--- config.mk ---
export PLATFORM = sky130hd
export DESIGN_NAME = pci_target_ctrl
export DESIGN_NICKNAME = d
export VERILOG_FILES = /design/src/rtl/pci_pkg.sv /design/src/rtl/pci_target_regfile.sv /design/src/rtl/pci_target_ctrl.sv
export SDC_FILE = /design/constraint.sdc
export NUM_CORES = 1
export LEC_CHECK = 0
export BUFFER_PORTS_ARGS = -buffer_cell sky130_fd_sc_hd__buf_2
export CAP_MARGIN = 20
export CORE_ASPECT_RATIO = 2
export CORE_MARGIN = 1.5
export CORE_UTILIZATION = 45
export DETAILED_ROUTE_END_ITERATION = 7
export HOLD_SLACK_MARGIN = 0.05
export PLACE_DENSITY_LB_ADDON = 0.15
export SYNTH_ARGS = -nofsm -noshare
export SYNTH_HDL_FRONTEND = slang
export SYNTH_SLANG_ARGS = --single-unit
--- constraint.sdc ---
create_clock -name clk -period 6.7 [get_ports clk]
set_input_delay 0.335 -clock clk [delete_from_list [all_inputs] [get_ports clk]]
set_output_delay 0.335 -clock clk [all_outputs]
set_load 0.03 [all_outputs]
--- src/rtl/pci_pkg.sv ---
// Shared definitions for the PCI target: bus commands, FSM state
// encoding and the byte-lane merge used by the register file.
package pci_pkg;

    // Bus commands presented on C/BE# during the address phase.
    localparam logic [3:0] CMD_MEM_RD = 4'b0110;
    localparam logic [3:0] CMD_MEM_WR = 4'b0111;

    // Target FSM state encoding.
    localparam logic [2:0] ST_IDLE       = 3'd0;
    localparam logic [2:0] ST_BUS_BUSY   = 3'd1;
    localparam logic [2:0] ST_WR_DATA    = 3'd2;
    localparam logic [2:0] ST_RD_TA      = 3'd3;
    localparam logic [2:0] ST_RD_DATA    = 3'd4;
    localparam logic [2:0] ST_TURNAROUND = 3'd5;

    // Replace only the byte lanes whose enable is high. C/BE# carries four
    // lanes, so a data word is always 32 bits on this bus.
    function automatic logic [31:0] be_merge(input logic [31:0] old_word,
                                             input logic [31:0] new_word,
                                             input logic [3:0]  be);
        logic [31:0] merged;
        merged = old_word;
        for (int i = 0; i < 4; i++) begin
            if (be[i]) begin
                merged[8*i +: 8] = new_word[8*i +: 8];
            end
        end
        return merged;
    endfunction

endpackage

--- src/rtl/pci_target_regfile.sv ---
// Word-addressed register file behind the target window: byte-enable
// write on the clock edge, combinational read. Contents are not reset.
import pci_pkg::*;

module pci_target_regfile #(
    parameter int WIDTH      = 32,
    parameter int DEPTH_LOG2 = 4
) (
    input  logic                  i_clk,
    input  logic                  i_we,
    input  logic [DEPTH_LOG2-1:0] i_addr,
    input  logic [WIDTH-1:0]      i_wdata,
    input  logic [3:0]            i_be,
    output logic [WIDTH-1:0]      o_rdata
);

    logic [WIDTH-1:0] r_mem [2**DEPTH_LOG2];

    // Byte-lane write of the addressed word.
    always_ff @(posedge i_clk) begin
        if (i_we) begin
            r_mem[i_addr] <= be_merge(r_mem[i_addr], i_wdata, i_be);
        end
    end

    assign o_rdata = r_mem[i_addr];

endmodule

--- src/rtl/pci_target_ctrl.sv ---
// PCI target control: decodes memory read/write hits on the sampled bus,
// sequences DEVSEL#/TRDY#/STOP# and read data, and moves burst data to and
// from the register file. Every driven value is paired with an active-low
// enable for the pad tri-state drivers.
//
// Handshake: a data transfer happens on a rising edge where irdy_n==0 and
// trdy_n_out==0; either side high is a wait state and nothing advances.
import pci_pkg::*;

module pci_target_ctrl #(
    parameter int               WIDTH      = 32,
    parameter logic [WIDTH-1:0] BASE_ADDR  = 32'h1000_0000,
    parameter int               DEPTH_LOG2 = 4
) (
    input  logic             clk,
    input  logic             rst_n,
    input  logic             frame_n,
    input  logic             irdy_n,
    input  logic [WIDTH-1:0] ad_in,
    input  logic [3:0]       cbe_n,
    output logic [WIDTH-1:0] ad_out,
    output logic             ad_oe_n,
    output logic             devsel_n_out,
    output logic             trdy_n_out,
    output logic             stop_n_out,
    output logic             ctl_oe_n,
    output logic             hit
);

    localparam logic [DEPTH_LOG2-1:0] LAST_IDX = '1;

    logic [2:0]            r_state;
    logic                  r_disc;       // disconnect pending: STOP# low, TRDY# high
    logic                  r_prev_frame_n;
    logic [DEPTH_LOG2-1:0] r_index;
    logic                  r_hit;

    logic [2:0]            w_state_nxt;
    logic                  w_disc_nxt;
    logic                  w_addr_phase;
    logic                  w_win_hit;
    logic                  w_claim;
    logic                  w_data_st;
    logic                  w_xfer;
    logic                  w_last;
    logic                  w_we;
    logic [WIDTH-1:0]      w_rd_data;
    logic                  w_unused_ad;

    // Address-phase decode: a FRAME# falling edge seen from IDLE.
    assign w_addr_phase = (r_state == ST_IDLE) && !frame_n && r_prev_frame_n;
    assign w_win_hit    = ad_in[WIDTH-1:DEPTH_LOG2+2] == BASE_ADDR[WIDTH-1:DEPTH_LOG2+2];
    assign w_claim      = w_addr_phase && w_win_hit &&
                          ((cbe_n == CMD_MEM_RD) || (cbe_n == CMD_MEM_WR));
    assign w_data_st    = (r_state == ST_WR_DATA) || (r_state == ST_RD_DATA);
    assign w_xfer       = w_data_st && !r_disc && !irdy_n;
    assign w_last       = (r_index == LAST_IDX);
    assign w_we         = w_xfer && (r_state == ST_WR_DATA);
    assign w_unused_ad  = ^ad_in[1:0];

    pci_target_regfile #(
        .WIDTH      (WIDTH),
        .DEPTH_LOG2 (DEPTH_LOG2)
    ) u_regfile (
        .i_clk   (clk),
        .i_we    (w_we),
        .i_addr  (r_index),
        .i_wdata (ad_in),
        .i_be    (~cbe_n),
        .o_rdata (w_rd_data)
    );

    // State register with the disconnect flag that qualifies the data states.
    always_ff @(posedge clk or negedge rst_n) begin
        if (!rst_n) begin
            r_state <= ST_IDLE;
            r_disc  <= 1'b0;
        end else begin
            r_state <= w_state_nxt;
            r_disc  <= w_disc_nxt;
        end
    end

    // Datapath registers: FRAME# history, burst word index, claim pulse.
    always_ff @(posedge clk or negedge rst_n) begin
        if (!rst_n) begin
            r_prev_frame_n <= 1'b1;
            r_index        <= '0;
            r_hit          <= 1'b0;
        end else begin
            r_prev_frame_n <= frame_n;
            r_hit          <= w_claim;
            if (w_claim) begin
                r_index <= ad_in[DEPTH_LOG2+1:2];
            end else if (w_xfer && !w_last) begin
                r_index <= r_index + 1'b1;  // never wraps past the window end
            end
        end
    end

    // Next-state logic.
    always_comb begin
        w_state_nxt = r_state;
        w_disc_nxt  = 1'b0;
        case (r_state)
            ST_IDLE: begin
                if (w_claim) begin
                    w_state_nxt = (cbe_n == CMD_MEM_WR) ? ST_WR_DATA : ST_RD_TA;
                end else if (w_addr_phase) begin
                    w_state_nxt = ST_BUS_BUSY;
                end
            end
            ST_BUS_BUSY: begin
                if (frame_n && irdy_n) begin
                    w_state_nxt = ST_IDLE;
                end
            end
            ST_RD_TA: begin
                w_state_nxt = ST_RD_DATA;
            end
            ST_WR_DATA, ST_RD_DATA: begin
                if (r_disc) begin
                    // Wait for the master to drop FRAME# after our STOP#.
                    if (frame_n) begin
                        w_state_nxt = ST_TURNAROUND;
                    end else begin
                        w_disc_nxt = 1'b1;
                    end
                end else if (w_xfer) begin
                    if (frame_n) begin
                        w_state_nxt = ST_TURNAROUND;
                    end else if (w_last) begin
                        w_disc_nxt = 1'b1;
                    end
                end
            end
            ST_TURNAROUND: begin
                w_state_nxt = ST_IDLE;
            end
            default: begin
                w_state_nxt = ST_IDLE;
            end
        endcase
    end

    // Output decode from the current state (releases at once on reset).
    always_comb begin
        ad_out       = '0;
        ad_oe_n      = 1'b1;
        devsel_n_out = 1'b1;
        trdy_n_out   = 1'b1;
        stop_n_out   = 1'b1;
        ctl_oe_n     = 1'b1;
        hit          = r_hit;
        case (r_state)
            ST_WR_DATA: begin
                ctl_oe_n     = 1'b0;
                devsel_n_out = 1'b0;
                trdy_n_out   = r_disc;
                stop_n_out   = !r_disc;
            end
            ST_RD_TA: begin
                ctl_oe_n     = 1'b0;
                devsel_n_out = 1'b0;
            end
            ST_RD_DATA: begin
                ctl_oe_n     = 1'b0;
                devsel_n_out = 1'b0;
                trdy_n_out   = r_disc;
                stop_n_out   = !r_disc;
                ad_oe_n      = 1'b0;
                ad_out       = w_rd_data;
            end
            ST_TURNAROUND: begin
                ctl_oe_n = 1'b0;
            end
            default: begin
                ctl_oe_n = 1'b1;
            end
        endcase
    end

endmodule

==> flow_summary_export.csv <==
group,metric,value,unit
routing,drtIter0Drc,677,
timing,final_max_slew_viol_count,0,
critical_path,critical_path_class,"reg -> out",
critical_path,crit_arrival,3.79,ns
final_layout,area_delta_synth_final,12.5,%
cts,root_buffer,"clkbuf_16",
timing,fin_crit_sh,61.5,%
routing,dr_wl_met2,29.4,mm
timing,setup_tns,0,ns
critical_path,r2r_cells,6,
routing,wl,53.3,mm
run,drv_cap,0,
routing,dr_wl_met3,2.16,mm
global_route,grt_pass1_wl,77.2,mm
critical_path,crit_path_end_kind,"output pin",
global_route,antenna_found_initial,2,
critical_path,rrSetupSlack,2.99,ns
status,status,"finished clean",
timing,fin_crit,4.12,ns
floorplanning,num_rows,112,
pwr,leakage,7.36,nW
cts,post_cts_buffers,0,
pwr,comb_power_share,16.9,%
cts,path_clk_slew,0.07,ns
final_layout,final_net_count,1320,
floorplanning,initial_utilization,45.4,%
floorplanning,fp.dieW,156,um
synthesis,synth-edff-count,512,
pwr,seqPwrFrac,51.0,%
timing,setup_viol,0,
routing,vias_per_cell,5.84,
cts,cts_tree,"yes",
cts,cts-resized-gates,0,
timing,max_slew_margin,24.6,%
routing,wl_per_cell,27.5,um
synthesis,ys_ff_latch,522,
synthesis,async_flop_share,1.92,%
worst_hold_path,hp-class,"in -> reg",
floorplanning,die_area,48300,um2
routing,drc,0,
critical_path,r2r-start,"r_index[3]",
final_layout,layout_commonest_cell,"edfxtp_1",
routing,maxUsedRoutingLayer,"met5",
timing,max_freq,243,MHz
placement,portBuffers,77,
floorplanning,io_pins,78,
placement,place.gp.congestion,0.743,
cts,htreeDepth,2,
routing,dr_total_vias,11320,
pwr,switching_power,2.14,mW
timing,rsz0062_at_grt,"false",
synthesis,synthFlopType,"edfxtp_1",
pwr,p_int,5.67,mW
pwr,clkPwrFrac,32.0,%
cts,clock_path_buffers,3,
global_route,overflow,0,
worst_hold_path,min_from,"ad_in[4]",
timing,clock_skew,0.0172,ns
critical_path,critPathRequiredTime,6.36,ns
timing,hold_viol_final,0,
global_route,grt_pass1_vias,11814,
synthesis,synth.avg_cell_area,17.9,um2
placement,dp.cells,1851,
critical_path,cp_max_fo,45,
synthesis,ys_types,47,
placement,place_hpwl,30.6,mm
cts,cts.sinks,522,
cts,cts_made_buffers,45,
synthesis,yosysSeqAreaShare,74.0,%
synthesis,yosys_warnings,0,
pwr,p_per_area,329,nW/um2
routing,drtAntennaViolNets,0,
critical_path,reg2reg_to,"u_regfile.r_mem[4][24]",
pwr,sw_frac_of_total,27.4,%
final_layout,fin_cells,1938,
synthesis,syn-num-nets,1224,
routing,drt-met1-wl,19.8,mm
routing,dr.pass1.iters,5,
global_route,grt_max_degree,77,
global_route,track_usage,22.4,%
worst_hold_path,min_delay_worst_endpoint,"r_index[2]",
synthesis,synth_area,21100,um2
cts,clk_latency,0.57,ns
worst_hold_path,min_path_cells,3,
floorplanning,coreArea,46500,um2
pwr,ir_worst_vdd,180,uV
synthesis,synthCells,1180,
final_layout,drive_gt1_share,22.9,%
critical_path,startpoint_type,"flip-flop",
floorplanning,die_height,309,um
final_layout,final_cell_mix,"512 x edfxtp_1, 193 x mux2i_1, 77 x buf_2",
timing,tightest_slew,1.13,ns
logic make-up after synthesis:
logic type,share of synthesized area (%)
flip-flops,74.0
multiplexers,12.6
AO/OA/AOI/OAI,7.65
AND/OR/NAND/NOR,3.21
buffers and inverters,2.24
adder cells (fa/ha/maj),0.237
XOR/XNOR,0.0415
routing by layer:
layer,vias up,GRT usage [%]
met4,2,8.64
li1,5001,-
met2,296,42.5
met1,5912,25.4
met5,-,0
met3,109,2.70
synthesized netlist by cell type, types with 5 or more instances:
library cell | instances | area share [%]
edfxtp_1 | 512 | 73
mux2i_1 | 193 | 9.2
mux2_2 | 64 | 3.4
nand2_1 | 46 | 0.82
nor3_1 | 41 | 0.97
a22o_1 | 33 | 1.4
o221ai_1 | 33 | 1.4
a221o_1 | 32 | 1.5
a22oi_1 | 32 | 1.1
clkbuf_1 | 26 | 0.46
o31ai_2 | 26 | 1.5
nor2_1 | 18 | 0.32
buf_6 | 16 | 0.85
buf_2 | 15 | 0.36
dfrtp_1 | 9 | 1.1
inv_1 | 8 | 0.14
buf_4 | 7 | 0.25
nand3_1 | 7 | 0.17
o31ai_1 | 6 | 0.21
nor4_1 | 5 | 0.15
worst max-delay path, stage by stage, from the launching register on:
cell,delay (ns)
dfrtp_4,0.93
buf_4,0.63
buf_4,0.36
mux2i_1,0.13
a22oi_1,0.35
o221ai_1,0.25
nor3_1,0.25
buf_2,0.25
final cells by class:
class	count	area, um2
clock buffers	54	1180
fillers	3920	22800
flip-flops and latches	522	15600
diodes	1	2.50
clock inverters	27	214
multi-input cells	579	5170
well taps	627	785
inverters	9	33.8
repair buffers	119	731
registers in the layout, indices dropped and copies added (netlist names):
signal,count
r_index,4
r_state,3
hit,1
u_regfile.r_mem,512
r_disc,1
r_prev_frame_n,1
metrics by stage:
| stage | area [um2] | total power, mW | hold slack, ns | util, % | worst slack [ns] |
|---|---|---|---|---|---|
| after global placement | 22300 | 5.35 | 0.211 | 47.9 | 2.89 |
| final | 23700 | 7.81 | 0.0944 | 51.0 | 2.58 |
| after CTS | 23700 | 7.86 | 0.0784 | 51.0 | 2.58 |
| after detailed placement | 22300 | 5.38 | 0.211 | 47.9 | 3.04 |
| after floorplan | 21100 | 4.89 | 0.0394 | - | 2.74 |
| after global routing | 23700 | 8.08 | 0.0979 | 51.0 | 2.44 |
power by group through the flow:
stage / clock network, mW / registers, mW / logic (mW)
after floorplan: 0 / 4.00 / 0.891
after global routing: 2.66 / 3.99 / 1.43
after CTS: 2.54 / 3.99 / 1.33
after global placement: 0 / 4.05 / 1.30
after detailed placement: 0 / 4.06 / 1.33
final: 2.50 / 3.98 / 1.32
worst max-delay path by stage:
stage               startpoint                endpoint  slack (ns)  depth (start not counted)
floorplan           r_state[0]   u_regfile.r_mem[0][0]        2.74                          5
detailed placement  r_index[3]  u_regfile.r_mem[1][24]        3.04                          6
CTS                 r_index[3]              ad_out[29]        2.58                          7
finish              r_index[3]               ad_out[1]        2.58                          7
global route        r_index[3]               ad_out[1]        2.44                          7
global placement    r_index[3]   u_regfile.r_mem[2][4]        2.89                          5
timing repair:
| item | 4_1_cts | 5_1_grt |
|---|---|---|
| endpoints found under the hold margin | 12 | 0 |
| hold buffers | 2 | 0 |
| endpoints found under the setup margin | 0 | 0 |
Power figures use the tool's default switching activity.
